$ cat src/rtl/skolem_sweep_pkg.sv
// Shared types and reference semantics for the skolem_sweep controller.
//   - state_e   : sweep FSM states
//   - cls_e     : classification of one returned witness (bit index into a one-hot vector)
//   - lshr_ref  : logical shift right, 0 when the shift amount reaches the operand width
//   - ic_lshr_ne: invertibility condition of (x >> s) != t
// The reference functions work on OPW-bit zero-extended operands so that any W <= OPW can use them.
package skolem_sweep_pkg;

    localparam int W_DEF = 4;
    localparam int OPW   = 16;
    localparam int NCLS  = 3;

    typedef enum logic [1:0] {
        ST_IDLE  = 2'd0,
        ST_ISSUE = 2'd1,
        ST_DRAIN = 2'd2,
        ST_DONE  = 2'd3
    } state_e;

    typedef enum logic [1:0] {
        CLS_PASS = 2'd0,
        CLS_FAIL = 2'd1,
        CLS_SKIP = 2'd2
    } cls_e;

    function automatic logic [OPW-1:0] lshr_ref(input logic [OPW-1:0] x,
                                                input logic [OPW-1:0] s,
                                                input int             w);
        if (s >= OPW'(w)) begin
            return '0;
        end
        return x >> s;
    endfunction

    function automatic logic ic_lshr_ne(input logic [OPW-1:0] s,
                                        input logic [OPW-1:0] t,
                                        input int             w);
        return (s < OPW'(w)) || (t != '0);
    endfunction

endpackage

$ cat src/rtl/skolem_sweep_check.sv
// Alignment and classification stage of the sweep controller.
// Delays each issued (s, t, valid) by CORE_LAT cycles so it meets the matching core_x,
// classifies the pair, and registers a one-hot class plus the classified pair.
// Ports:
//   clk_i, rst_i            clock, async active-high reset
//   flush_i                 drop every in-flight pair (abort)
//   clr_i                   clear the class register (sweep start)
//   iss_vld_i/s_i/t_i       pair being issued to the core this cycle
//   core_x_i                witness from the core for the pair now at the end of the delay line
//   pend_o                  pairs still in flight that have not yet been sampled this cycle
//   cls_o                   registered one-hot class of the pair sampled last cycle
//   cap_s_o/t_o/x_o         that pair and its witness
module skolem_sweep_check
    import skolem_sweep_pkg::*;
#(
    parameter int W        = W_DEF,
    parameter int CORE_LAT = 1
) (
    input  logic            clk_i,
    input  logic            rst_i,
    input  logic            flush_i,
    input  logic            clr_i,
    input  logic            iss_vld_i,
    input  logic [W-1:0]    iss_s_i,
    input  logic [W-1:0]    iss_t_i,
    input  logic [W-1:0]    core_x_i,
    output logic            pend_o,
    output logic [NCLS-1:0] cls_o,
    output logic [W-1:0]    cap_s_o,
    output logic [W-1:0]    cap_t_o,
    output logic [W-1:0]    cap_x_o
);

    logic            smp_vld;
    logic [W-1:0]    smp_s;
    logic [W-1:0]    smp_t;
    logic            ic;
    logic            hit;
    logic [NCLS-1:0] cls_d;
    logic [NCLS-1:0] cls_q;
    logic [W-1:0]    cap_s_q;
    logic [W-1:0]    cap_t_q;
    logic [W-1:0]    cap_x_q;

    generate
        if (CORE_LAT == 0) begin : g_nodly
            assign smp_vld = iss_vld_i;
            assign smp_s   = iss_s_i;
            assign smp_t   = iss_t_i;
            assign pend_o  = 1'b0;
        end else begin : g_dly
            // stage 0 holds the pair issued last cycle; the last stage is being sampled now
            logic [CORE_LAT-1:0] vld_q;
            logic [W-1:0]        s_q [CORE_LAT];
            logic [W-1:0]        t_q [CORE_LAT];

            always_ff @(posedge clk_i or posedge rst_i) begin
                if (rst_i) begin
                    vld_q <= '0;
                    for (int j = 0; j < CORE_LAT; j++) begin
                        s_q[j] <= '0;
                        t_q[j] <= '0;
                    end
                end else begin
                    for (int j = CORE_LAT - 1; j > 0; j--) begin
                        vld_q[j] <= vld_q[j-1] & ~flush_i;
                        s_q[j]   <= s_q[j-1];
                        t_q[j]   <= t_q[j-1];
                    end
                    vld_q[0] <= iss_vld_i & ~flush_i;
                    s_q[0]   <= iss_s_i;
                    t_q[0]   <= iss_t_i;
                end
            end

            assign smp_vld = vld_q[CORE_LAT-1];
            assign smp_s   = s_q[CORE_LAT-1];
            assign smp_t   = t_q[CORE_LAT-1];

            // the last stage is consumed this cycle, so it does not count as pending
            always_comb begin
                pend_o = 1'b0;
                for (int j = 0; j < CORE_LAT - 1; j++) begin
                    pend_o = pend_o | vld_q[j];
                end
            end
        end
    endgenerate

    always_comb begin
        ic    = ic_lshr_ne(OPW'(smp_s), OPW'(smp_t), W);
        hit   = (lshr_ref(OPW'(core_x_i), OPW'(smp_s), W) == OPW'(smp_t));
        cls_d = '0;
        if (smp_vld) begin
            if (!ic) begin
                cls_d[CLS_SKIP] = 1'b1;
            end else if (hit) begin
                cls_d[CLS_FAIL] = 1'b1;
            end else begin
                cls_d[CLS_PASS] = 1'b1;
            end
        end
    end

    // flush does not touch cls_q: the pair sampled in the abort cycle still counts
    always_ff @(posedge clk_i or posedge rst_i) begin
        if (rst_i) begin
            cls_q   <= '0;
            cap_s_q <= '0;
            cap_t_q <= '0;
            cap_x_q <= '0;
        end else begin
            cls_q <= clr_i ? '0 : cls_d;
            if (smp_vld) begin
                cap_s_q <= smp_s;
                cap_t_q <= smp_t;
                cap_x_q <= core_x_i;
            end
        end
    end

    assign cls_o   = cls_q;
    assign cap_s_o = cap_s_q;
    assign cap_t_o = cap_t_q;
    assign cap_x_o = cap_x_q;

endmodule

$ cat src/rtl/skolem_sweep_ctrl.sv
// Exhaustive sweep controller for a W-bit bvlshr/ne Skolem-function core.
// Issues every (s, t) pair once, checks the returned witness and keeps pass/fail/skip
// counts plus the first failing pair.
// Ports:
//   clk_i, rst_i                     clock, async active-high reset
//   start_i, abort_i                 host handshake
//   busy_o, done_o                   sweep running / one-cycle completion pulse
//   core_vld_o, core_s_o, core_t_o   pair driven to the core
//   core_x_i                         witness from the core (CORE_LAT cycles later)
//   pass/fail/skip_cnt_o             classification counters
//   ff_vld_o, ff_s_o, ff_t_o, ff_x_o first failure record
//
// state  | meaning
// IDLE   | waiting for start
// ISSUE  | one pair per cycle to the core
// DRAIN  | waiting for the last witnesses to be checked
// DONE   | results final, done pulse
module skolem_sweep_ctrl
    import skolem_sweep_pkg::*;
#(
    parameter int W        = W_DEF,
    parameter int CORE_LAT = 1
) (
    input  logic           clk_i,
    input  logic           rst_i,
    input  logic           start_i,
    input  logic           abort_i,
    output logic           busy_o,
    output logic           done_o,
    output logic           core_vld_o,
    output logic [W-1:0]   core_s_o,
    output logic [W-1:0]   core_t_o,
    input  logic [W-1:0]   core_x_i,
    output logic [2*W:0]   pass_cnt_o,
    output logic [2*W:0]   fail_cnt_o,
    output logic [2*W:0]   skip_cnt_o,
    output logic           ff_vld_o,
    output logic [W-1:0]   ff_s_o,
    output logic [W-1:0]   ff_t_o,
    output logic [W-1:0]   ff_x_o
);

    localparam int IW = 2 * W;
    localparam int CW = 2 * W + 1;

    localparam logic [1:0] S_IDLE  = ST_IDLE;
    localparam logic [1:0] S_ISSUE = ST_ISSUE;
    localparam logic [1:0] S_DRAIN = ST_DRAIN;
    localparam logic [1:0] S_DONE  = ST_DONE;

    logic [1:0]      state_q, state_d;
    logic [IW-1:0]   idx_q, idx_d;
    logic [CW-1:0]   pass_q, fail_q, skip_q;
    logic            ff_vld_q;
    logic [W-1:0]    ff_s_q, ff_t_q, ff_x_q;

    logic            accept;
    logic            issuing;
    logic            last_idx;
    logic            pend;
    logic [NCLS-1:0] cls;
    logic [W-1:0]    cap_s, cap_t, cap_x;
    logic            new_ff;

    assign accept   = ((state_q == S_IDLE) || (state_q == S_DONE)) && start_i && !abort_i;
    assign issuing  = (state_q == S_ISSUE);
    assign last_idx = (idx_q == '1);

    always_comb begin
        state_d = state_q;
        case (state_q)
            S_IDLE: begin
                if (accept) state_d = S_ISSUE;
            end
            S_ISSUE: begin
                if (abort_i) begin
                    state_d = S_IDLE;
                end else if (last_idx) begin
                    // with no core latency the last pair is checked in its own issue cycle
                    state_d = (CORE_LAT == 0) ? S_DONE : S_DRAIN;
                end
            end
            S_DRAIN: begin
                if (abort_i) begin
                    state_d = S_IDLE;
                end else if (!pend) begin
                    state_d = S_DONE;
                end
            end
            default: begin
                if (abort_i) begin
                    state_d = S_IDLE;
                end else if (accept) begin
                    state_d = S_ISSUE;
                end else begin
                    state_d = S_IDLE;
                end
            end
        endcase
    end

    always_comb begin
        idx_d = idx_q;
        if (accept) begin
            idx_d = '0;
        end else if (issuing) begin
            idx_d = idx_q + 1'b1;
        end
    end

    skolem_sweep_check #(
        .W        (W),
        .CORE_LAT (CORE_LAT)
    ) u_check (
        .clk_i     (clk_i),
        .rst_i     (rst_i),
        .flush_i   (abort_i),
        .clr_i     (accept),
        .iss_vld_i (issuing),
        .iss_s_i   (core_s_o),
        .iss_t_i   (core_t_o),
        .core_x_i  (core_x_i),
        .pend_o    (pend),
        .cls_o     (cls),
        .cap_s_o   (cap_s),
        .cap_t_o   (cap_t),
        .cap_x_o   (cap_x)
    );

    assign new_ff = cls[CLS_FAIL] && !ff_vld_q;

    // the registered class is folded into the counters one cycle after it appears;
    // the outputs add it in so results are visible in the cycle after sampling
    always_ff @(posedge clk_i or posedge rst_i) begin
        if (rst_i) begin
            state_q  <= S_IDLE;
            idx_q    <= '0;
            pass_q   <= '0;
            fail_q   <= '0;
            skip_q   <= '0;
            ff_vld_q <= 1'b0;
            ff_s_q   <= '0;
            ff_t_q   <= '0;
            ff_x_q   <= '0;
        end else begin
            state_q <= state_d;
            idx_q   <= idx_d;
            if (accept) begin
                pass_q   <= '0;
                fail_q   <= '0;
                skip_q   <= '0;
                ff_vld_q <= 1'b0;
                ff_s_q   <= '0;
                ff_t_q   <= '0;
                ff_x_q   <= '0;
            end else begin
                pass_q <= pass_q + CW'(cls[CLS_PASS]);
                fail_q <= fail_q + CW'(cls[CLS_FAIL]);
                skip_q <= skip_q + CW'(cls[CLS_SKIP]);
                if (new_ff) begin
                    ff_vld_q <= 1'b1;
                    ff_s_q   <= cap_s;
                    ff_t_q   <= cap_t;
                    ff_x_q   <= cap_x;
                end
            end
        end
    end

    assign busy_o     = (state_q == S_ISSUE) || (state_q == S_DRAIN);
    assign done_o     = (state_q == S_DONE);
    assign core_vld_o = issuing;
    assign core_s_o   = issuing ? idx_q[IW-1:W] : '0;
    assign core_t_o   = issuing ? idx_q[W-1:0]  : '0;

    assign pass_cnt_o = pass_q + CW'(cls[CLS_PASS]);
    assign fail_cnt_o = fail_q + CW'(cls[CLS_FAIL]);
    assign skip_cnt_o = skip_q + CW'(cls[CLS_SKIP]);
    assign ff_vld_o   = ff_vld_q | cls[CLS_FAIL];
    assign ff_s_o     = new_ff ? cap_s : ff_s_q;
    assign ff_t_o     = new_ff ? cap_t : ff_t_q;
    assign ff_x_o     = new_ff ? cap_x : ff_x_q;

endmodule

$ cat config.mk
export PLATFORM = sky130hd
export DESIGN_NAME = skolem_sweep_ctrl
export DESIGN_NICKNAME = d
export VERILOG_FILES = /design/src/rtl/skolem_sweep_pkg.sv /design/src/rtl/skolem_sweep_check.sv /design/src/rtl/skolem_sweep_ctrl.sv
export SDC_FILE = /design/constraint.sdc
export NUM_CORES = 1
export LEC_CHECK = 0
export ABC_AREA = 1
export CAP_MARGIN = 10
export CORE_MARGIN = 1.5
export CORE_UTILIZATION = 55
export DETAILED_ROUTE_END_ITERATION = 8
export GPL_ROUTABILITY_DRIVEN = 0
export GPL_TIMING_DRIVEN = 0
export PLACE_DENSITY = 0.85
export SLEW_MARGIN = 20
export SYNTH_ARGS = -nofsm -noshare
export SYNTH_HDL_FRONTEND = slang
export SYNTH_SLANG_ARGS = --single-unit
$ cat constraint.sdc
create_clock -name clk_i -period 4.9 [get_ports clk_i]
set_clock_uncertainty 0.05 [all_clocks]
set_input_delay 0.98 -clock clk_i [delete_from_list [all_inputs] [get_ports clk_i]]
set_output_delay 0.98 -clock clk_i [all_outputs]
set_load 0.03 [all_outputs]
==> impl_metrics.json, run 1 <==
{
  "ys_types": 30,
  "power_mw": 2.416,
  "power.density_nw_per_um2": 528.3,
  "finalSetupTns_ns": 0,
  "die_w_um": 83.80,
  "synth_top_area_share_pct": 51.57,
  "synth_area_leaders": "dfrtp_1, nand2_1, inv_1",
  "maxSlewViolCount": 0,
  "hold_path_startpoint": "u_check.cap_x_o[2]",
  "maxSlewHeadroom_pct": 71.23,
  "grt_pass1_vias": 2858,
  "drtIter0Drc": 199,
  "grt_max_degree": 49,
  "cts_setup_buffers": 0,
  "yosysTopAreaCell": "dfrtp_1",
  "seq_area_frac_synth_pct": 51.57,
  "grt_pass1_wl_mm": 12.56,
  "wirelength_mm": 7.501,
  "crit_family": "buffers and inverters",
  "vdd_drop_max_mv": 0.3716,
  "antenna_found_initial": 0,
  "insertion_delay_ns": 0.34,
  "synth-edff-count": 0,
  "ios": 59,
  "syn-instance-count": 443,
  "syn2layout_area_growth_pct": 27.35,
  "clk_pin_slew_ns": 0.08,
  "numCtsBuffers": 9,
  "nets": 532,
  "slowest_stage": "clkdlybuf4s50_1",
  "post_cts_resized": 0,
  "dp_cells": 579,
  "place_area_um2": 4298,
  "async_reset_ff_share_pct": 100.0,
  "gr-total-overflow": 0,
  "reg2reg_slack_ns": 3.13,
  "drive_gt1_share_pct": 9.459,
  "ant_nets": 0,
  "die-area_um2": 7022,
  "syn_avg_cell_area_um2": 8.106,
  "hpwl_mm": 5.435,
  "r2r-start": "state_q[0]",
  "arrival_ns": 2.44,
  "ys_ff_latch": 74,
  "yosysWarnings": 0,
  "hold_buffers": 0,
  "hold_slack_ns": 0.4300,
  "cts_tree": "done",
  "vias_per_cell": 4.928,
  "port_buffers": 58,
  "synthTopCellsByCount": "nand2_1, inv_1, dfrtp_1, nor2_1, o21ai_0",
  "final_core_utilization_pct": 72.43,
  "leakage_nw": 2.542,
  "yosysMostFrequentCell": "nand2_1",
  "h-tree-depth": 3,
  "reg2reg_depth": 7,
  "crit_chain": "ha_1, ha_1, nand2_1, inv_1, nand2_1, nor2_2, or2_2, inv_1, clkdlybuf4s50_1",
  "hold_path_depth": 2,
  "fin_area_um2": 4573,
  "die_y_um": 83.80,
  "antenna_cells": 0,
  "worstHoldEndpoint": "u_check.cap_x_o[2]",
  "grt_util_all_layers_pct": 22.38,
  "syn_nets": 462,
  "hold_path_class": "reg2reg",
  "worst_pin_slew_ns": 0.4316,
  "post-route-period-util_pct": 70.74,
  "cts_buffer_depth": 2,
  "cp_num_buf_inv": 3,
  "drcViolationCount": 0,
  "netlist_area_um2": 3591,
  "core_area_um2": 6314,
  "rows": 29,
  "post-route-min-period_ns": 3.466,
  "rsz0062_at_grt": "false",
  "dp_slack_ns": 1.786,
  "final_hold_viol_count": 0,
  "cts.sinks": 74,
  "worstPathRequired_ns": 3.87,
  "outcome": "finished, final reports clean",
  "fmax_ghz": 0.2885,
  "setup_viol": 0,
  "n_fill_cell": 457,
  "route.vias.total": 2932,
  "worst_slack_ns": 1.434,
  "end_kind": "primary output",
  "cp_num_cells": 9,
  "cts_root_buf": "clkbuf_8",
  "cap_viol_max_count": 0,
  "cp_max_fo": 3,
  "instances_no_fill": 595,
  "drtPass1Iterations": 4,
  "yosys_most_used_dff": "dfrtp_1",
  "slowest_delay_ns": 0.65,
  "r2r-end": "ff_t_q[3]",
  "wl_per_cell_um": 12.61,
  "worstSetupStartpointType": "register",
  "worst-setup-path-type": "reg2out",
  "initial_core_util_pct": 56.88
}
==> state kept, by name, indices dropped and copies added, names as in the netlist, 8 cells and up <==
| register | count |
|---|---|
| fail_q | 9 |
| idx_q | 8 |
| skip_q | 9 |
| pass_q | 9 |
==> worst register-to-register path, delay by kind of cell (launching register included) <==
kind                     cells  cell delay [ns]
flip-flops                   1             0.39
AND/OR/NAND/NOR              3             0.29
adder cells (fa/ha/maj)      1             0.31
buffers and inverters        3             0.61
==> placed cells by master, fill, tap and decap left out, types with 4 or more instances in the layout <==
cell and count:
dfrtp_1 74, xor2_1 7, clkdlybuf4s50_1 58, nor2_1 55
buf_2 6, ha_1 11, nor2_2 8, inv_1 94
clkbuf_1 4, nand4_1 4, a21oi_1 7, nand2_1 96
nand3_1 11, bufinv_16 4, o21ai_0 31, nor3_1 8
clkbuf_8 10
==> kinds of logic (layout without fill, tap and decap cells) <==
group / after synthesis / in the layout / share of synthesized area (%)
adders and majority gates: 11 / 11 / 3.833
buffers and inverters: 108 / 183 / 11.50
DFF: 74 / 74 / 51.57
and+or+nand+nor: 198 / 198 / 24.25
xor gates and xnor gates: 9 / 9 / 2.613
AOI/OAI and AO/OA: 43 / 43 / 6.237
==> worst max-delay path by stage <==
stage / from / to / slack, ns
global placement: rst_i / ff_x_q[0] / 0.88
global route: u_check.cls_o[1] / fail_cnt_o[8] / 1.26
CTS: u_check.cls_o[1] / fail_cnt_o[4] / 1.41
finish: u_check.cls_o[1] / fail_cnt_o[4] / 1.43
detailed placement: u_check.cls_o[1] / fail_cnt_o[4] / 1.79
floorplan: rst_i / fail_q[0] / 1.99
==> where the power goes <==
group | switching, mW | total [mW] | internal (mW)
Sequential | 0.0749 | 0.829 | 0.754
Combinational | 0.602 | 0.950 | 0.349
Clock | 0.231 | 0.636 | 0.405
Total | 0.907 | 2.42 | 1.51
==> final cells by class <==
type,instances,area (um^2),share of cell area [%]
sequential,74,1852,40.49
multi-input combinational,261,1326,29.00
timing repair buffer,59,608.1,13.30
inverter,98,370.4,8.098
clock buffer,10,137.6,3.010
clock inverter,6,137.6,3.010
tap,77,96.34,2.107
buffer,10,45.04,0.9850
==> layer usage <==
layer  global-route usage, %  vias up  share of wire, %
met5                       0        -                 0
met4                   9.240        0               1.6
met3                   3.858        9               3.9
met2                   38.42       71                51
met1                   28.11     1374                44
li1                        -     1478                 -
(Power assumes the default switching activity.)
==> run 2, diff against run 1 <==
CORE_UTILIZATION = 48   (was 55)
PLACE_DENSITY = 0.79   (was 0.85)
clock period = 3.1 ns   (was 4.9 ns; I/O delays follow)
==> run 2 against run 1 <==
Critical path depth down 4. Core utilization down 9.4 points. Via count down 0.82%. Die area up 14%. Final cell count up 3.7%. Sequential power up 58%. Register-to-register slack worse by 1.8 ns.
==> impl_metrics.json, run 2 (synthesis results as in run 1) <==
{
  "outcome": "finished, final reports clean",
  "grt_pass1_wl_mm": 12.14,
  "drcViolationCount": 0,
  "antenna_cells": 0,
  "crit_family": "buffers and inverters",
  "final_common_cell": "nand2_1",
  "cts.sinks": 74,
  "drtIter0Drc": 121,
  "grt_pass1_vias": 2873,
  "cp_num_buf_inv": 3,
  "power_mw": 3.704,
  "worst-setup-path-type": "reg2out",
  "rows": 31,
  "grt_util_all_layers_pct": 20.04,
  "antenna_found_initial": 0,
  "gr-total-overflow": 0,
  "drtPass1Iterations": 5,
  "crit_chain": "nand2_1, clkbuf_1, o21ai_0, inv_1, clkdlybuf4s50_1",
  "cap_viol_max_count": 0,
  "port_buffers": 58,
  "end_kind": "primary output",
  "instances_no_fill": 617,
  "power.density_nw_per_um2": 810.3,
  "hold_path_class": "reg2reg",
  "nets": 532,
  "cts_root_buf": "clkbuf_8",
  "n_fill_cell": 643,
  "maxSlewViolCount": 0,
  "route.vias.total": 2908,
  "cts_buffer_depth": 2,
  "ios": 59,
  "place_area_um2": 4325,
  "initial_core_util_pct": 49.51,
  "mostFrequentLayoutCells": "nand2_1, inv_1, dfrtp_1",
  "final_hold_viol_count": 0,
  "clk_pin_slew_ns": 0.08,
  "slowest_delay_ns": 0.67,
  "die_y_um": 89.50,
  "multi_input_area_um2": 1326,
  "cts_tree": "done",
  "fmax_ghz": 0.3436,
  "worst_pin_slew_ns": 0.4740,
  "worstSetupStartpointType": "register",
  "wl_per_cell_um": 11.83,
  "syn2layout_area_growth_pct": 27.32,
  "numCtsBuffers": 9,
  "die_w_um": 89.50,
  "core_area_um2": 7253,
  "arrival_ns": 2.24,
  "slowest_stage": "clkdlybuf4s50_1",
  "maxSlewHeadroom_pct": 68.40,
  "drive_gt1_share_pct": 9.459,
  "cp_max_fo": 10,
  "rsz0062_at_grt": "false",
  "cts_setup_buffers": 0,
  "seq_area_um2": 1852,
  "wirelength_mm": 7.298,
  "insertion_delay_ns": 0.35,
  "finalSetupTns_ns": 0,
  "post-route-min-period_ns": 2.911,
  "post-route-period-util_pct": 93.90,
  "ant_nets": 0,
  "leakage_nw": 2.594,
  "worstPathRequired_ns": 2.43,
  "die-area_um2": 8009,
  "hpwl_mm": 5.424,
  "vias_per_cell": 4.713,
  "dp_cells": 601,
  "fin_area_um2": 4572,
  "vdd_drop_max_mv": 0.5330,
  "setup_viol": 0,
  "grt_max_degree": 51,
  "h-tree-depth": 3,
  "top_regs": "fail_q: 9 flops, pass_q: 9 flops, skip_q: 9 flops"
}
## run 2: per-layer routing
| metal | vias up | GRT usage (%) | share of wire [%] |
|---|---|---|---|
| met2 | 70 | 34.59 | 50 |
| li1 | 1471 | - | - |
| met4 | 0 | 9.510 | 0.86 |
| met3 | 8 | 3.878 | 4.9 |
| met1 | 1359 | 24.13 | 45 |
| met5 | - | 0 | 0 |
## run 2: area by class of cell
class / instances / area share [%]
buffer: 10 / 0.9852
inverter: 98 / 8.101
tap: 99 / 2.709
multi-input combinational: 261 / 29.01
clock buffer: 9 / 2.709
timing repair buffer: 59 / 13.41
sequential: 74 / 40.50
clock inverter: 7 / 2.573
## run 2: stage by stage
step	util (%)	setup slack [ns]	hold slack, ns
after floorplan	-	0.5484	0.3867
final	63.03	0.1892	0.4261
after global placement	59.22	-0.6725	0.4055
after CTS	62.93	0.01947	0.4261
after global routing	63.03	0.02299	0.4488
after detailed placement	59.63	0.3555	0.4063
## run 2: what timing repair did
action | CTS | global route
resized for setup | 2 | 3
endpoints found under the setup margin | 2 | 3
hold buffers | 0 | 0
## run 2: path summary, 6_finish.rpt
check                                    from                  to  slack [ns]  depth (start not counted)
setup / recovery             u_check.cls_o[1]           ff_t_o[1]        0.19                          5
hold / removal             u_check.cap_x_o[2]  u_check.cap_x_o[2]        0.43                          2
setup reg to reg                   state_q[1]           ff_t_q[3]        1.32                          7
hold reg to reg            u_check.cap_x_o[2]  u_check.cap_x_o[2]        0.43                          2
max in group asynchronous               rst_i           skip_q[3]        1.92                          3
min in group asynchronous               rst_i            idx_q[1]        0.54                          2
## run 2: where the power goes
group          internal, mW  leakage [nW]  switching [mW]
combinational         0.550          1.47           0.953
sequential             1.19          1.01           0.114
clock                 0.534         0.123           0.361
## run 2: worst min-delay path: stages, from the launching register on
cell and delay (ns):
dfrtp_1 0.34, nand2_1 0.05, nand2_1 0.05
==> run 3, diff against run 2 <==
CORE_UTILIZATION = 49   (was 48)
PLACE_DENSITY = 0.8   (was 0.79)
SYNTH_HIERARCHICAL = 1   (was unset)
==> run 3 against run 2 <==
First-iteration DRC count rose by 19%. Critical path depth rose by 1. Die area rose by 2.7%. Wire length rose by 7.1%. Sequential power fell by 5%. Count of clock-buffer cells in the layout rose by 1. Cell area rose by 3.2%. Worst setup slack got worse by 0.018 ns. Clock power fell by 8.7%. Critical endpoint is now core_s_o[2].
==> impl_metrics.json, run 3 <==
{
  "finalSetupTns_ns": 0,
  "worst_pin_slew_ns": 0.8513,
  "async_reset_ff_share_pct": 100.0,
  "cts_root_buf": "clkbuf_8",
  "insertion_delay_ns": 0.34,
  "clk_pin_slew_ns": 0.08,
  "worstPathRequired_ns": 2.43,
  "mostFrequentLayoutCells": "nand2_1, inv_1, dfrtp_1",
  "cts_tree": "done",
  "path_common_cell": "inv_1",
  "dp_slack_ns": 0.4881,
  "drtIter0Drc": 144,
  "initial_core_util_pct": 51.43,
  "seqPwrFrac_pct": 38.8,
  "ant_nets": 0,
  "power_mw": 3.203,
  "top_regs": "fail_q: 9 flops, pass_q: 9 flops, skip_q: 9 flops",
  "ys_types": 29,
  "syn-instance-count": 497,
  "vias_per_cell": 4.788,
  "maxSlewHeadroom_pct": 43.19,
  "wl_per_cell_um": 11.65,
  "grt_util_all_layers_pct": 20.35,
  "end_kind": "primary output",
  "cts.sinks": 74,
  "final_hold_viol_count": 0,
  "antenna_cells": 0,
  "synthTopCellsByCount": "nand2_1, inv_1, dfrtp_1, nor2_1, o21ai_0",
  "yosysTopAreaCell": "dfrtp_1",
  "fmax_ghz": 0.3414,
  "cp_max_fo": 10,
  "maxSlewViolCount": 0,
  "synth-edff-count": 0,
  "nets": 587,
  "cp_num_buf_inv": 4,
  "crit_family": "buffers and inverters",
  "die_y_um": 90.72,
  "grt_pass1_vias": 3136,
  "vdd_drop_max_mv": 0.4404,
  "outcome": "finished, final reports clean",
  "drtPass1Iterations": 4,
  "cap_viol_max_count": 0,
  "grt_pass1_wl_mm": 13.37,
  "n_fill_cell": 634,
  "final_common_cell": "nand2_1",
  "die_w_um": 90.72,
  "setup_viol": 0,
  "synth_top_area_share_pct": 49.12,
  "ys_ff_latch": 74,
  "intPower_mw": 2.009,
  "yosysMostFrequentCell": "nand2_1",
  "drive_gt1_share_pct": 7.867,
  "port_buffers": 58,
  "seq_area_frac_synth_pct": 49.12,
  "cts_buffer_depth": 2,
  "slowest_delay_ns": 0.68,
  "h-tree-depth": 3,
  "yosysWarnings": 6,
  "post-route-min-period_ns": 2.929,
  "route.vias.total": 3213,
  "yosys_most_used_dff": "dfrtp_1",
  "drcViolationCount": 0,
  "syn_avg_cell_area_um2": 7.585,
  "hpwl_mm": 5.994,
  "hold_buffers": 0,
  "worst_slack_ns": 0.1707,
  "worstSetupStartpointType": "register",
  "swShare_pct": 37.28,
  "syn_nets": 517,
  "post-route-period-util_pct": 94.49,
  "rsz0062_at_grt": "false",
  "syn2layout_area_growth_pct": 25.19,
  "slowest_stage": "clkdlybuf4s50_1",
  "arrival_ns": 2.26,
  "ios": 59,
  "power.density_nw_per_um2": 678.7,
  "clockPowerShare_pct": 25.5,
  "rows": 31,
  "comb_power_share_pct": 35.6,
  "netlist_area_um2": 3770,
  "numCtsBuffers": 9,
  "crit_chain": "inv_1, ha_2, buf_2, nand2_1, inv_1, clkdlybuf4s50_1",
  "power_switching_mw": 1.194,
  "antenna_found_initial": 0,
  "grt_max_degree": 32,
  "leakage_nw": 2.687,
  "die-area_um2": 8229,
  "worst-setup-path-type": "reg2out",
  "hold_path_class": "reg2reg",
  "synth_area_leaders": "dfrtp_1, nand2_1, inv_1",
  "gr-total-overflow": 0,
  "core_area_um2": 7331,
  "wirelength_mm": 7.818
}
[run 3: changes by cell type after synthesis, moves of 3 or more]
| cell | before | now |
|---|---|---|
| nor3_2 | 1 | 5 |
| nand3b_1 | 0 | 3 |
| a21oi_1 | 7 | 12 |
| nor2_2 | 8 | 3 |
| inv_1 | 95 | 101 |
| o21ai_0 | 31 | 26 |
| nand2_1 | 96 | 133 |
| buf_4 | 0 | 3 |
| nor2_1 | 55 | 66 |
| nand3_1 | 11 | 21 |
| xor2_1 | 7 | 3 |
[run 3: routing by layer]
metal  track usage [%]  vias to the layer above  routed length [um]
met3             3.956                       14                 310
li1                  -                     1634                   -
met1             24.85                     1476                3453
met4             9.127                        0                 114
met2             34.71                       89                3939
met5                 0                        -                   0
[run 3: final timing paths]
check                                   start              endpoint  slack, ns  cells after the start
min in group asynchronous               rst_i             ff_x_q[2]       0.62                      2
max in group asynchronous               rst_i  u_check/g_dly.t_q[1]       1.69                      2
setup / recovery                   state_q[1]           core_s_o[2]       0.17                      6
setup reg to reg                   state_q[0]      u_check/cls_o[0]       1.23                     11
hold / removal             u_check/cap_x_o[1]    u_check/cap_x_o[1]       0.43                      2
hold reg to reg            u_check/cap_x_o[1]    u_check/cap_x_o[1]       0.43                      2
[run 3: tightest hold or removal path: cells and delay by family, from the launching register on]
kind / cells / cell delay (ns)
DFF: 1 / 0.35
and+or+nand+nor: 2 / 0.10
[run 3: area by class of cell]
cell class	instances	area (um^2)	area share, %
multi-input combinational	308	1471	31.18
sequential	74	1852	39.24
buffer	10	55.05	1.166
clock inverter	6	90.09	1.909
tap	99	123.9	2.625
inverter	105	394.1	8.351
clock buffer	10	127.6	2.704
timing repair buffer	59	605.6	12.83
[run 3: stage by stage]
step | utilization, % | cell area (um^2) | cells | hold WS [ns]
6_report | 64.38 | 4720 | 671 | 0.4286
4_1_cts | 64.28 | 4712 | 671 | 0.4342
5_1_grt | 64.38 | 4720 | 671 | 0.4560
3_3_place_gp | 61.03 | 4474 | 654 | 0.4009
3_5_place_dp | 61.31 | 4494 | 655 | 0.4142
2_1_floorplan | - | 3770 | 497 | 0.3867
[run 3: power by group through the flow]
stage / clock [mW] / sequential, mW / combinational [mW]
5_1_grt: 0.877 / 1.26 / 1.26
6_report: 0.817 / 1.24 / 1.14
3_5_place_dp: 0 / 1.26 / 1.14
4_1_cts: 0.833 / 1.24 / 1.14
2_1_floorplan: 0 / 1.23 / 0.771
3_3_place_gp: 0 / 1.25 / 1.10
[run 3: cells by family after synthesis]
logic type / share of synthesized area [%]
buffers and inverters: 11.91
other: 0.09947
flip-flops: 49.12
adder cells (fa/ha/maj): 3.983
XOR/XNOR: 0.9295
AO/OA/AOI/OAI: 5.576
AND/OR/NAND/NOR: 28.38
[run 3: repair_timing]
action                                  in CTS  in global routing
endpoints found under the setup margin       0                  8
hold endpoints to repair                     0                  0
gates resized for setup                      0                  3
setup buffers                                0                  0
